## src/rtl/tdpram_pa_burst_ctrl.sv

```systemverilog
// tdpram_pa_burst_ctrl: burst sequencer for RAM port A with a credit-limited read FIFO
module tdpram_pa_burst_ctrl #(
    parameter int DW       = 8,
    parameter int AW       = 8,
    parameter int BYTE_NUM = 8,
    parameter int RD_LAT   = 2,
    parameter int LEN_W    = 8,
    localparam int BEW     = DW / BYTE_NUM
) (
    input  logic             clk_pa,
    input  logic             rst_n,
    input  logic             cmd_valid,
    output logic             cmd_ready,
    input  logic             cmd_rw,
    input  logic [AW-1:0]    cmd_addr,
    input  logic [LEN_W-1:0] cmd_len,
    input  logic             wr_valid,
    output logic             wr_ready,
    input  logic [DW-1:0]    wr_data,
    input  logic [BEW-1:0]   wr_be,
    output logic             rd_valid,
    input  logic             rd_ready,
    output logic [DW-1:0]    rd_data,
    output logic             done,
    output logic             pa_wr,
    output logic [BEW-1:0]   pa_wea,
    output logic [AW-1:0]    pa_addr,
    output logic [DW-1:0]    pa_wdata,
    input  logic [DW-1:0]    pa_rdata
);
    localparam int DEPTH = RD_LAT + 2;
    localparam int PW = $clog2(DEPTH);
    localparam int CW = $clog2(DEPTH + 1);
    localparam logic [CW:0] DEPTH_L = (CW + 1)'(DEPTH);

    typedef enum logic [1:0] {IDLE, WRITE, READ, DRAIN} state_t;

    state_t            state, state_nx;
    logic [AW-1:0]     addr;
    logic [LEN_W-1:0]  cnt;
    logic [RD_LAT-1:0] vld;
    logic [DW-1:0]     fifo [DEPTH];
    logic [PW-1:0]     wp, rp;
    logic [CW-1:0]     occ, infl;
    logic              wr_hs, iss, beat, last, push, pop, fin;

    always_comb begin
        infl = '0;
        for (int i = 0; i < RD_LAT; i++) infl = infl + CW'(vld[i]);
    end

    // a read is issued only if its data is guaranteed a FIFO slot on arrival
    assign wr_hs = state == WRITE && wr_valid;
    assign iss   = state == READ && ({1'b0, infl} + {1'b0, occ}) < DEPTH_L;
    assign beat  = wr_hs || iss;
    assign last  = beat && cnt == '0;
    assign push  = vld[RD_LAT-1];
    assign pop   = rd_valid && rd_ready;
    assign fin   = state == DRAIN && pop && occ == CW'(1) && infl == '0;

    always_comb begin
        state_nx = state;
        case (state)
            IDLE:    state_nx = cmd_valid ? (cmd_rw ? READ : WRITE) : IDLE;
            WRITE:   state_nx = last ? IDLE : WRITE;
            READ:    state_nx = last ? DRAIN : READ;
            DRAIN:   state_nx = fin ? IDLE : DRAIN;
            default: state_nx = IDLE;
        endcase
    end

    always_ff @(posedge clk_pa or negedge rst_n) begin
        if (!rst_n) begin
            state <= IDLE;
            addr  <= '0;
            cnt   <= '0;
            vld   <= '0;
            wp    <= '0;
            rp    <= '0;
            occ   <= '0;
            done  <= 1'b0;
        end else begin
            state <= state_nx;
            done  <= (state == WRITE && last) || fin;
            vld   <= (vld << 1) | RD_LAT'(iss);
            occ   <= occ + CW'(push) - CW'(pop);
            if (push)
                wp <= wp == PW'(DEPTH - 1) ? '0 : wp + 1'b1;
            if (pop)
                rp <= rp == PW'(DEPTH - 1) ? '0 : rp + 1'b1;
            if (state == IDLE && cmd_valid) begin
                addr <= cmd_addr;
                cnt  <= cmd_len;
            end else if (beat) begin
                addr <= addr + 1'b1;
                if (!last)
                    cnt <= cnt - 1'b1;
            end
        end
    end

    always_ff @(posedge clk_pa)
        if (push)
            fifo[wp] <= pa_rdata;

    assign cmd_ready = state == IDLE;
    assign wr_ready  = state == WRITE;
    assign rd_valid  = occ != '0;
    assign rd_data   = rd_valid ? fifo[rp] : '0;
    assign pa_wr     = wr_hs;
    assign pa_wea    = wr_hs ? wr_be : '0;
    assign pa_addr   = addr;
    assign pa_wdata  = wr_hs ? wr_data : '0;
endmodule

```

## config.mk

```make
export PLATFORM = sky130hd
export DESIGN_NAME = tdpram_pa_burst_ctrl
export DESIGN_NICKNAME = d
export VERILOG_FILES = /design/src/rtl/tdpram_pa_burst_ctrl.sv
export SDC_FILE = /design/constraint.sdc
export NUM_CORES = 1
export LEC_CHECK = 0
export CAP_MARGIN = 20
export CORE_ASPECT_RATIO = 0.6
export CORE_MARGIN = 2
export CORE_UTILIZATION = 50
export CTS_CLUSTER_SIZE = 10
export DETAILED_ROUTE_END_ITERATION = 10
export PLACE_DENSITY = 0.8
export SETUP_SLACK_MARGIN = 0.05
export SYNTH_ARGS = -nofsm -noshare
export SYNTH_HDL_FRONTEND = slang
export SYNTH_SLANG_ARGS = --single-unit
```

## constraint.sdc

```tcl
create_clock -name clk_pa -period 6.15 [get_ports clk_pa]
set_input_delay 1.5375 -clock clk_pa [delete_from_list [all_inputs] [get_ports clk_pa]]
set_output_delay 1.5375 -clock clk_pa [all_outputs]
set_load 0.03 [all_outputs]
```

# Word level (Yosys, flattened, before mapping)
# Memory sizes are Yosys's and may differ from the RTL's.
# Cells that the tools add are included.
# Widths: inputs -> output; s select.
dict set report word_totals {
  ff_bits 28
  latch_bits 0
  ramBits 32
  rom_bits 0
  input_bits 39
  word_cells 61
  memories 1
}
# memory words word_bits read_ports rd_clocked_by_memory_dff write_ports line
set memory_table {}
lappend memory_table {fifo 4 8 1 0 1 42} ;# logic [DW-1:0] fifo [DEPTH];
dict set report op_classes {
  add_sub_neg 8
  mul 0
  div_mod_pow 0
  order_cmp 1
  eq_ne 7
  shifts 0
  muxes 18
  bitwise 1
  n_reduce_logical 17
}
# operator count
set ops {}
lappend ops {{$mux 8} 7}
lappend ops {{$mux 2} 5}
lappend ops {{$logic_and 1x1->1} 9}
lappend ops {{$add 8x1->8 const B} 1}
lappend ops {{$eq 2x2->1 const B} 4}
lappend ops {{$logic_not 8->1} 1}
lappend ops {{$pmux 2 s4} 1}
lappend ops {{$sub 8x1->8 const B} 1}
lappend ops {{$mux 1} 5}
lappend ops {{$add 2x1->2 const B} 2}
lappend ops {{$add 2x3->4} 1}
lappend ops {{$lt 4x3->1 const B} 1}
lappend ops {{$add 3x1->3} 1}
lappend ops {{$eq 3x1->1 const B} 1}
lappend ops {{$logic_not 3->1} 1}
lappend ops {{$reduce_bool 3->1} 1}
lappend ops {{$sub 3x1->3} 1}
lappend ops {{$add 1x1->2} 1}
lappend ops {{$eq 2x1->1 const B} 1}
lappend ops {{$logic_not 2->1} 1}
lappend ops {{$logic_or 1x1->1} 2}
lappend ops {{$ne 2x1->1 const B} 1}
lappend ops {{$or 2x1->2} 1}
lappend ops {{$reduce_and 2->1} 1}
lappend ops {{$reduce_bool 2->1} 1}

# Logic depth before layout (Yosys ltp)
# Gate-level depths: netlist (run 1).
dict set report logic_depth {
  word_depth 9
  ltp_mapped 11
}

# Least setup slack after synthesis (run 1)
# OpenSTA, ideal clock, no wires.
dict set report synth_path {
  kind {input to output}
  from {in wr_valid}
  to {out pa_wdata[0]}
  t_arrival_ps 2476
  required_time_ps 4612
  slack_ps 2137
  stages 3
  path_buffers 1
  path_cell_list {and3b_1 > clkbuf_1 > and2_1}
}
dict set report synth_between {
  elab_chain_len 2
}
# item line
set synth_rtl {}
lappend synth_rtl {{start, declared} 17} ;# input logic wr_valid,
lappend synth_rtl {{$logic_and 1x1->1} 53} ;# assign wr_hs = state == WRITE && wr_valid;
lappend synth_rtl {{via pa_wr} 25} ;# output logic pa_wr,
lappend synth_rtl {{$mux 8} 113} ;# assign pa_wdata = wr_hs ? wr_data : '0;
lappend synth_rtl {{end, declared} 28} ;# output logic [DW-1:0] pa_wdata,
# The timed path passes the listed nets, and every way through them passes these cells.

# Final worst setup path (run 1)
dict set report layout_path {
  from {in wr_valid}
  to {out pa_wdata[6]}
}
dict set report layout_between {
  elab_chain_len 2
}
# item line
set layout_rtl {}
lappend layout_rtl {{$logic_and 1x1->1} 53}
lappend layout_rtl {{$mux 8} 113}
# No other way between the ends.

==> results of run 1 <==
==> power groups by stage <==
stage | clock network [mW] | registers [mW] | logic [mW]
after floorplan | 0 | 0.676 | 0.498
after global placement | 0 | 0.676 | 0.744
after detailed placement | 0 | 0.684 | 0.778
after CTS | 0.378 | 0.679 | 0.785
after global routing | 0.399 | 0.702 | 0.852
final | 0.374 | 0.681 | 0.775
==> per-stage QoR <==
| stage | instance area (µm²) | std cells | total power [mW] | worst slack, ns | util |
|---|---|---|---|---|---|
| final | 3870 | 389 | 1.83 | 1.43 | 0.691 |
| after global routing | 3870 | 389 | 1.95 | 1.36 | 0.691 |
| after CTS | 3870 | 389 | 1.84 | 1.41 | 0.691 |
| after floorplan | 2910 | 233 | 1.17 | 2.14 | - |
| after global placement | 3660 | 373 | 1.42 | 1.46 | 0.655 |
| after detailed placement | 3660 | 373 | 1.46 | 1.41 | 0.655 |
==> worst reg2reg max path, delay by kind of cell, from the launching register on <==
kind	cells	cell delay, ns
simple gates	2	0.81
xor+xnor	2	0.36
buf+inv	3	0.18
flops	1	0.47
fa+ha+maj	3	0.78
==> area by class of cell <==
cell class / count / area (µm²) / share of cell area
clock inverter: 6 / 78.8 / 0.0204
multi-input combinational: 151 / 1160 / 0.301
inverter: 13 / 48.8 / 0.0126
clock buffer: 10 / 128 / 0.0330
tap: 80 / 100 / 0.0259
timing repair buffer: 69 / 688 / 0.178
sequential: 60 / 1660 / 0.429
==> cell usage in the layout, fill, tap and decap left out, types with 10 or more instances in the layout <==
cell,count
and2_1,22
clkdlybuf4s50_1,68
dfrtp_1,28
edfxtp_1,32
ha_1,12
inv_1,13
nand2_1,11
nand3_1,10
nor2_1,13
==> logic make-up after synthesis <==
logic type / count (synthesis)
AO/OA/AOI/OAI: 36
buffers and inverters: 22
XOR/XNOR: 3
adder cells (fa/ha/maj): 13
AND/OR/NAND/NOR: 90
flip-flops: 60
multiplexers: 9
==> worst max path at each step <==
stage / startpoint / to / slack [ns] / cells after the start
final: wr_valid / pa_wdata[6] / 1.43 / 4
after global routing: wr_valid / pa_wdata[4] / 1.36 / 4
after CTS: wr_valid / pa_wdata[6] / 1.41 / 4
after detailed placement: wr_valid / pa_wdata[6] / 1.41 / 4
after global placement: wr_valid / pa_wdata[1] / 1.46 / 4
after floorplan: wr_valid / pa_wdata[0] / 2.14 / 3
==> sequential cells by signal, summed over array words and instances (netlist names) <==
register and cells:
fifo 32, state 2, pa_addr 8, occ 3, wp 2, cnt 8, vld 2, done 1
rp 2
==> layer usage <==
layer | GRT usage | vias up | share of wire
met2 | 0.315 | 75 | 0.44
met5 | 0 | - | 0
met4 | 0.0533 | 0 | 0.012
met3 | 0.0788 | 12 | 0.059
met1 | 0.311 | 1016 | 0.48
li1 | - | 1016 | -
==> flow_metrics.env, run 1 <==
export IMPL_p_sw_frac=0.383
export IMPL_finalMaxSlewViolations=0
export IMPL_grt_total_usage=0.217
export IMPL_synth_top_family_by_area="simple AND/OR/NAND/NOR gates"
export IMPL_ys_flop_type="edfxtp_1"
export IMPL_critPathArrivalTime_ns=3.19
export IMPL_cts_tree="built"
export IMPL_p_clk_frac=0.204
export IMPL_num_antenna_cells=0
export IMPL_path_max_fanout=11
export IMPL_required_ns=4.61
export IMPL_ys_ff_latch=60
export IMPL_hold_path_end="vld[1]"
export IMPL_clock_sinks=60
export IMPL_antenna_left=0
export IMPL_hold_path_startpoint="vld[0]"
export IMPL_dr_pass1_iters=4
export IMPL_drt_iter0_markers=99
export IMPL_cts_reportedPaths_clkPinSlew_ns=0.07
export IMPL_max_stage_delay_ns=0.68
export IMPL_seq_area_frac_synth=0.570
export IMPL_netlist_top_cells_area="edfxtp_1, dfrtp_1, mux4_2"
export IMPL_row_count=21
export IMPL_gr_total_overflow=0
export IMPL_synth_top_area_share=0.330
export IMPL_synth_area_um2=2910
export IMPL_fillers=413
export IMPL_synth_common_cells="edfxtp_1, dfrtp_1, and2_1, inv_1, nor2_1"
export IMPL_p_int_mw=1.13
export IMPL_synth_top_cell_by_area="edfxtp_1"
export IMPL_post_cts_buffers=0
export IMPL_min_path_type="reg2reg"
export IMPL_grt_setup_unrepaired="no"
export IMPL_r2r_slack_ns=3.46
export IMPL_min_period_ns=4.72
export IMPL_setup_tns_final_ns=0
export IMPL_die_area_um2=6470
export IMPL_cp_common_cell="clkdlybuf4s50_1"
export IMPL_syn_to_final_growth_pct=32.9
export IMPL_r2r_start="occ[1]"
export IMPL_leakage_nw=1.49
export IMPL_clk_latency_ns=0.34
export IMPL_dpl_hpwl_um=4430
export IMPL_r2r_end="occ[2]"
export IMPL_cts_resized=0
export IMPL_synth_xor_area_frac=0.00902
export IMPL_drv_cap=0
export IMPL_htree_levels=3
export IMPL_final_period_utilization=0.768
export IMPL_core_um2=5600
export IMPL_portBuffers=68
export IMPL_drt_wl_total_um=6280
export IMPL_slew_headroom=0.345
export IMPL_syn_inst=233
export IMPL_synthSimpleGateAreaFrac=0.179
export IMPL_ys_async_sr_fraction=0.467
export IMPL_die_width_um=103
export IMPL_layout_drive_gt1_share=0.0906
export IMPL_grt_max_degree=29
export IMPL_p_per_area_nw_per_um2=473
export IMPL_cts_made_buffers=9
export IMPL_cts_buffer_depth=2
export IMPL_synth_mux_area_frac=0.0657
export IMPL_hold_path_depth=0
export IMPL_start_kind="primary input"
export IMPL_grt_pass1_wl_um=10400
export IMPL_reg2reg_depth=10
export IMPL_worstSetupPathType="in2out"
export IMPL_crit_path_end_kind="primary output"
export IMPL_status="completed"
export IMPL_avgSynthCellArea_um2=12.5
export IMPL_setup_violations=0
export IMPL_path_buf_inv=2
export IMPL_crit_chain="clkdlybuf4s50_1, and3b_1, and2_1, clkdlybuf4s50_1"
export IMPL_grt_antenna_before_repair=0
export IMPL_fin_nets=356
export IMPL_worst_pin_slew_ns=0.982
export IMPL_fmax_mhz=212
export IMPL_p_sw_mw=0.702
export IMPL_finalHoldViolCount=0
export IMPL_crit_family="buffers and inverters"
export IMPL_slowest_stage="clkdlybuf4s50_1"
export IMPL_num_io_pins=69
export IMPL_grt_pass1_vias=2151
export IMPL_ir_drop_uv=231
export IMPL_start_util=0.520
export IMPL_vias=2119
export IMPL_synth_edf_count=32
export IMPL_skew_ns=0.00893
export IMPL_combPwrFrac=0.423
export IMPL_synth_most_common_cell="edfxtp_1"
export IMPL_p_seq_frac=0.372
export IMPL_gp_congestion=0.825
export IMPL_post_drt_via_cell_ratio=5.45
export IMPL_ys_warn_count=0
export IMPL_synth_fp_nets=285
export IMPL_drc_errors=0
export IMPL_synth_cell_type_count=44
export IMPL_hold_buffers=0
export IMPL_synth_adder_area_share=0.0584
export IMPL_cts_root_buf="clkbuf_8"
export IMPL_die_h_um=63.1
export IMPL_hold_ws_ns=0.413
export IMPL_routedWlPerCell_um=16.1
export IMPL_synth_compound_area_frac=0.0881
Note: power is estimated with default switching activity, not from simulation.
==> inputs of run 2 (changes only) <==
--- a/config.mk
+++ b/config.mk
@@ -8,10 +8,10 @@
 export CAP_MARGIN = 20
 export CORE_ASPECT_RATIO = 0.6
 export CORE_MARGIN = 2
-export CORE_UTILIZATION = 50
+export CORE_UTILIZATION = 45
 export CTS_CLUSTER_SIZE = 10
 export DETAILED_ROUTE_END_ITERATION = 10
-export PLACE_DENSITY = 0.8
+export PLACE_DENSITY = 0.76
 export SETUP_SLACK_MARGIN = 0.05
 export SYNTH_ARGS = -nofsm -noshare
 export SYNTH_HDL_FRONTEND = slang
==> constraint.sdc (replaced) <==
create_clock -name clk_pa -period 4 [get_ports clk_pa]
set_input_delay 1 -clock clk_pa [delete_from_list [all_inputs] [get_ports clk_pa]]
set_output_delay 1 -clock clk_pa [all_outputs]
set_load 0.03 [all_outputs]
==> flow_metrics.env, run 2 (same netlist as run 1, synthesis figures left out) <==
export IMPL_grt_pass1_vias=1973
export IMPL_routedWlPerCell_um=14.8
export IMPL_start_util=0.470
export IMPL_die_area_um2=7150
export IMPL_largest_reg_flops=32
export IMPL_crit_family="buffers and inverters"
export IMPL_cts_reportedPaths_clkPinSlew_ns=0.06
export IMPL_fmax_mhz=272
export IMPL_hold_ws_ns=0.410
export IMPL_final_common_cell="clkdlybuf4s50_1"
export IMPL_finalMaxSlewViolations=0
export IMPL_p_per_area_nw_per_um2=703
export IMPL_fin_nets=357
export IMPL_post_cts_buffers=0
export IMPL_post_drt_via_cell_ratio=5.26
export IMPL_min_path_type="reg2reg"
export IMPL_finalHoldViolCount=0
export IMPL_clock_sinks=60
export IMPL_min_period_ns=3.67
export IMPL_final_period_utilization=0.919
export IMPL_num_io_pins=69
export IMPL_htree_levels=3
export IMPL_place_ws_ns=0.296
export IMPL_cts_buffer_depth=2
export IMPL_portBuffers=68
export IMPL_placed_area_um2=3680
export IMPL_crit_chain="clkdlybuf4s50_1, and3b_1, and2_1, clkdlybuf4s50_1"
export IMPL_setup_violations=0
export IMPL_grt_setup_unrepaired="no"
export IMPL_slew_headroom=0.351
export IMPL_core_um2=6190
export IMPL_cts_resized=0
export IMPL_layout_common_cells="clkdlybuf4s50_1, edfxtp_1, dfrtp_1"
export IMPL_vias=2072
export IMPL_slowest_stage="clkdlybuf4s50_1"
export IMPL_antenna_left=0
export IMPL_ir_drop_uv=375
export IMPL_hold_buffers=0
export IMPL_layout_drive_gt1_share=0.0935
export IMPL_drt_wl_total_um=5840
export IMPL_fin_util=0.623
export IMPL_max_stage_delay_ns=0.68
export IMPL_skew_ns=0.00489
export IMPL_fin_area_um2=3860
export IMPL_setup_tns_final_ns=0
export IMPL_leakage_nw=1.49
export IMPL_drv_cap=0
export IMPL_syn_to_final_growth_pct=32.4
export IMPL_grt_pass1_wl_um=9720
export IMPL_dr_pass1_iters=4
export IMPL_cts_made_buffers=9
export IMPL_grt_total_usage=0.185
export IMPL_finalWorstSetupSlack_ns=0.325
export IMPL_required_ns=3.00
export IMPL_die_h_um=66.3
export IMPL_num_antenna_cells=0
export IMPL_path_max_fanout=11
export IMPL_cts_tree="built"
export IMPL_clk_latency_ns=0.33
export IMPL_gr_total_overflow=0
export IMPL_worstSetupPathType="in2out"
export IMPL_path_buf_inv=2
export IMPL_cp_common_cell="clkdlybuf4s50_1"
export IMPL_gp_congestion=0.773
export IMPL_dpl_hpwl_um=4210
export IMPL_grt_antenna_before_repair=0
export IMPL_status="completed"
export IMPL_die_width_um=108
export IMPL_row_count=22
export IMPL_max_flop_register="fifo"
export IMPL_drt_iter0_markers=154
export IMPL_worst_pin_slew_ns=0.973
export IMPL_crit_path_end_kind="primary output"
export IMPL_drc_errors=0
export IMPL_start_kind="primary input"
export IMPL_cts_root_buf="clkbuf_8"
export IMPL_grt_max_degree=29
export IMPL_critPathArrivalTime_ns=2.67
[run 2: cell types whose count changed in the layout (fill, tap and decap cells not counted)]
cell,change
buf_4,+1
bufinv_16,-1
clkbuf_1,-1
clkinv_1,+1
clkinv_2,+1
[run 2: report_power, final]
part | internal, mW | total [mW] | switching, mW
Combinational | 0.561 | 1.18 | 0.615
Sequential | 0.829 | 1.03 | 0.206
Clock | 0.277 | 0.499 | 0.222
[run 2: cell type report]
class	instances	area, µm²
clock buffer	9	124
clock inverter	7	57.6
fill	507	2340
inverter	13	48.8
multi-input combinational	151	1160
sequential	60	1660
tap	84	105
timing repair buffer	70	696
[run 2: routing by layer]
metal,GRT usage,up-vias,wire (µm)
li1,-,1014,-
met1,0.253,984,2790
met2,0.272,69,2580
met3,0.0739,5,424
met4,0.0529,0,47
met5,0,-,0
[run 2: path summary, 6_finish.rpt]
path                            startpoint          end  slack [ns]  cells past startpoint
worst min-delay path                vld[0]       vld[1]        0.41                      0
min in group asynchronous            rst_n   pa_addr[5]        1.04                      2
worst min register to register      vld[0]       vld[1]        0.41                      0
max in group asynchronous            rst_n        rp[1]        2.68                      2
worst max-delay path              wr_valid  pa_wdata[7]        0.33                      4
worst max register to register      occ[1]       occ[2]        1.45                     10
[run 2: per-stage QoR]
stage          power, mW  instances
6_report            2.71        394
3_5_place_dp        2.23        378
4_1_cts             2.74        394
5_1_grt             2.92        394
2_1_floorplan       1.80        233
3_3_place_gp        2.19        378
==> RTL change: new RTL, settings of run 2 <==
Change the parameter `AW` from 8 to 6.
--- a/src/rtl/tdpram_pa_burst_ctrl.sv
+++ b/src/rtl/tdpram_pa_burst_ctrl.sv
@@ -3,3 +3,3 @@
     parameter int DW       = 8,
-    parameter int AW       = 8,
+    parameter int AW       = 6,
     parameter int BYTE_NUM = 8,
Ports: changed (resized cmd_addr and pa_addr); port bits go from 69 to 65. The function was not compared with the original's and may differ.
==> RTL change against run 2 <==
  * Power fell by 3.1%
  * Sequential cell count fell by 2
  * Setup slack improved by 0.058 ns
  * Synthesized area fell by 5.1%
  * Count of clock-buffer cells in the layout did not move
  * Wire length fell by 3.4%
  * Sequential share of layout area rose by 0.71 points
  * Clock skew barely moved
  * Cell area fell by 4.6%
  * Critical path type unchanged
  * Critical endpoint is now pa_wr
  * Largest power group unchanged
==> RTL change: results (changes against run 2) <==
- R2R setup slack: 1.41 ns (-0.04 ns)
- Layout cells sized above 1: 11.0% (+1.6 points)
- Setup Fix Bufs, Post-CTS: 0 (unchanged)
- First-pass detailed-route iteration total: 4 (unchanged)
- Commonest cells post-synth: edfxtp_1 (32), dfrtp_1 (26), nor2_1 (14), and2_1 (13), inv_1 (13)
- Hold Path Class: reg -> reg
- Antenna diodes: 0 (unchanged)
- Dominant synthesized flop cell: edfxtp_1
- Status: complete, no violations
- Top layer in use: met4
- CP Data Arrival Time: 2.62 ns (-0.05 ns)
- Antenna violations before repair: 0 (unchanged)
- HPWL after DPL: 4170 µm (-0.88%)
- Yosys warnings: 0 (unchanged)
- Total track usage: 17.9% (-0.58 points)
- Critical-path maximum fanout: 10 (-1)
- GPL Wtd Cong: 0.818 (+5.8%)
- Sw Share: 38.5% (+0.066 points)
- Syn nets: 269 (-5.6%)
- CTS clock-pin slew for the worst setup and hold paths: 0.07 ns
- Vias per inst: 5.22 (-0.67%)
- Iteration-0 DRC Markers: 104 (-32%)
- First-pass GRT wire length: 9210 µm (-5.2%)
- Nets: 337 (-5.6%)
- Worst-skew pair later-pin latency: 0.33 ns (about the same)
- Hold slack: 0.417 ns (+0.00710 ns)
- I/O Buffers: 64 (-5.9%)
- VDD IR max: 244 µV (-35%)
- Met1 WL: 2800 µm (+0.36%)
- Ranking of synthesized cells by area: edfxtp_1 (35%), dfrtp_1 (24%), mux4_2 (6.5%)
- Max reg flops: 32 (unchanged)
- Largest Register: fifo
- TritonCTS Buffers: 9 (unchanged)
- Clock Skews: 0.00520 ns (+0.000304 ns)
- Clock buffer depth: 2 (unchanged)
- WL met2: 2570 µm (-0.39%)
- Root buf cell: clkbuf_8
- Pin count of the biggest net entering global routing: 27 (-6.9%)
- H-tree levels: 3 (unchanged)
- Ys async rst share: 44.8% (-1.8 points)
- Lkg Pwr: 1.43 nW (-4.1%)
- Wire per inst: 15.0 µm (+1.2%)
- Sequential-to-total area share from yosys stat: 58.3% (+1.3 points)
- Number of global-route vias before repair: 1899 (-3.8%)
- Number of synthesized flops with an enable pin: 32 (unchanged)
- Synth unique cells: 40 (-9.1%)
- WL met3: 230 µm (-46%)
- Post-CTS Resized: 0 (unchanged)
- Tightest Pin Transition: 1.04 ns (+0.0692 ns)
## RTL change: worst paths after layout
kind	from	end	cells past startpoint
max in group asynchronous	rst_n	cnt[1]	2
max reg2reg	occ[1]	occ[2]	10
min in group asynchronous	rst_n	pa_addr[0]	2
max	wr_valid	pa_wr	4
min reg2reg	vld[0]	vld[1]	0
min	vld[0]	vld[1]	0
## RTL change: final cells by class
type / count / area (µm²)
Fill cell: 467 / 2350
Sequential cell: 58 / 1610
Multi-Input combinational cell: 140 / 1070
Timing Repair Buffer: 65 / 648
Clock buffer: 9 / 124
Tap cell: 84 / 105
Clock inverter: 7 / 70.1
Inverter: 13 / 48.8
## RTL change: routing by layer
layer / global-route usage [%] / up-vias
met4: 7.67 / 0
li1: - / 954
met3: 5.33 / 4
met2: 26.4 / 40
met1: 24.7 / 966
met5: 0 / -
## RTL change: stage by stage
stage	area [µm²]	util, %	setup WS [ns]	std cells
CTS	3680	61.1	0.386	376
detailed placement	3490	57.8	0.392	360
floorplan	2760	-	1.39	219
finish	3680	61.1	0.384	376
global route	3680	61.1	0.335	376
global placement	3490	57.8	0.414	360
## RTL change: power groups by stage
stage	Clock (mW)	Sequential [mW]	Combinational (mW)
final	0.517	0.970	1.14
after global routing	0.561	1.00	1.24
after CTS	0.533	0.969	1.15
after detailed placement	0	0.978	1.15
after global placement	0	0.971	1.12
after floorplan	0	0.964	0.743
## RTL change: logic make-up after synthesis
kind of cell	after synthesis	synth area share, %
flip-flops	58	58.3
AO/OA/AOI/OAI	34	8.06
XOR/XNOR	3	0.951
adder cells (fa/ha/maj)	13	6.16
AND/OR/NAND/NOR	81	16.7
buffers and inverters	21	2.85
multiplexers	9	6.93
## RTL change: worst max-delay path: stages
cell	delay, ns
clkdlybuf4s50_1	0.63
nand3b_1	0.23
inv_1	0.10
clkdlybuf4s50_1	0.66
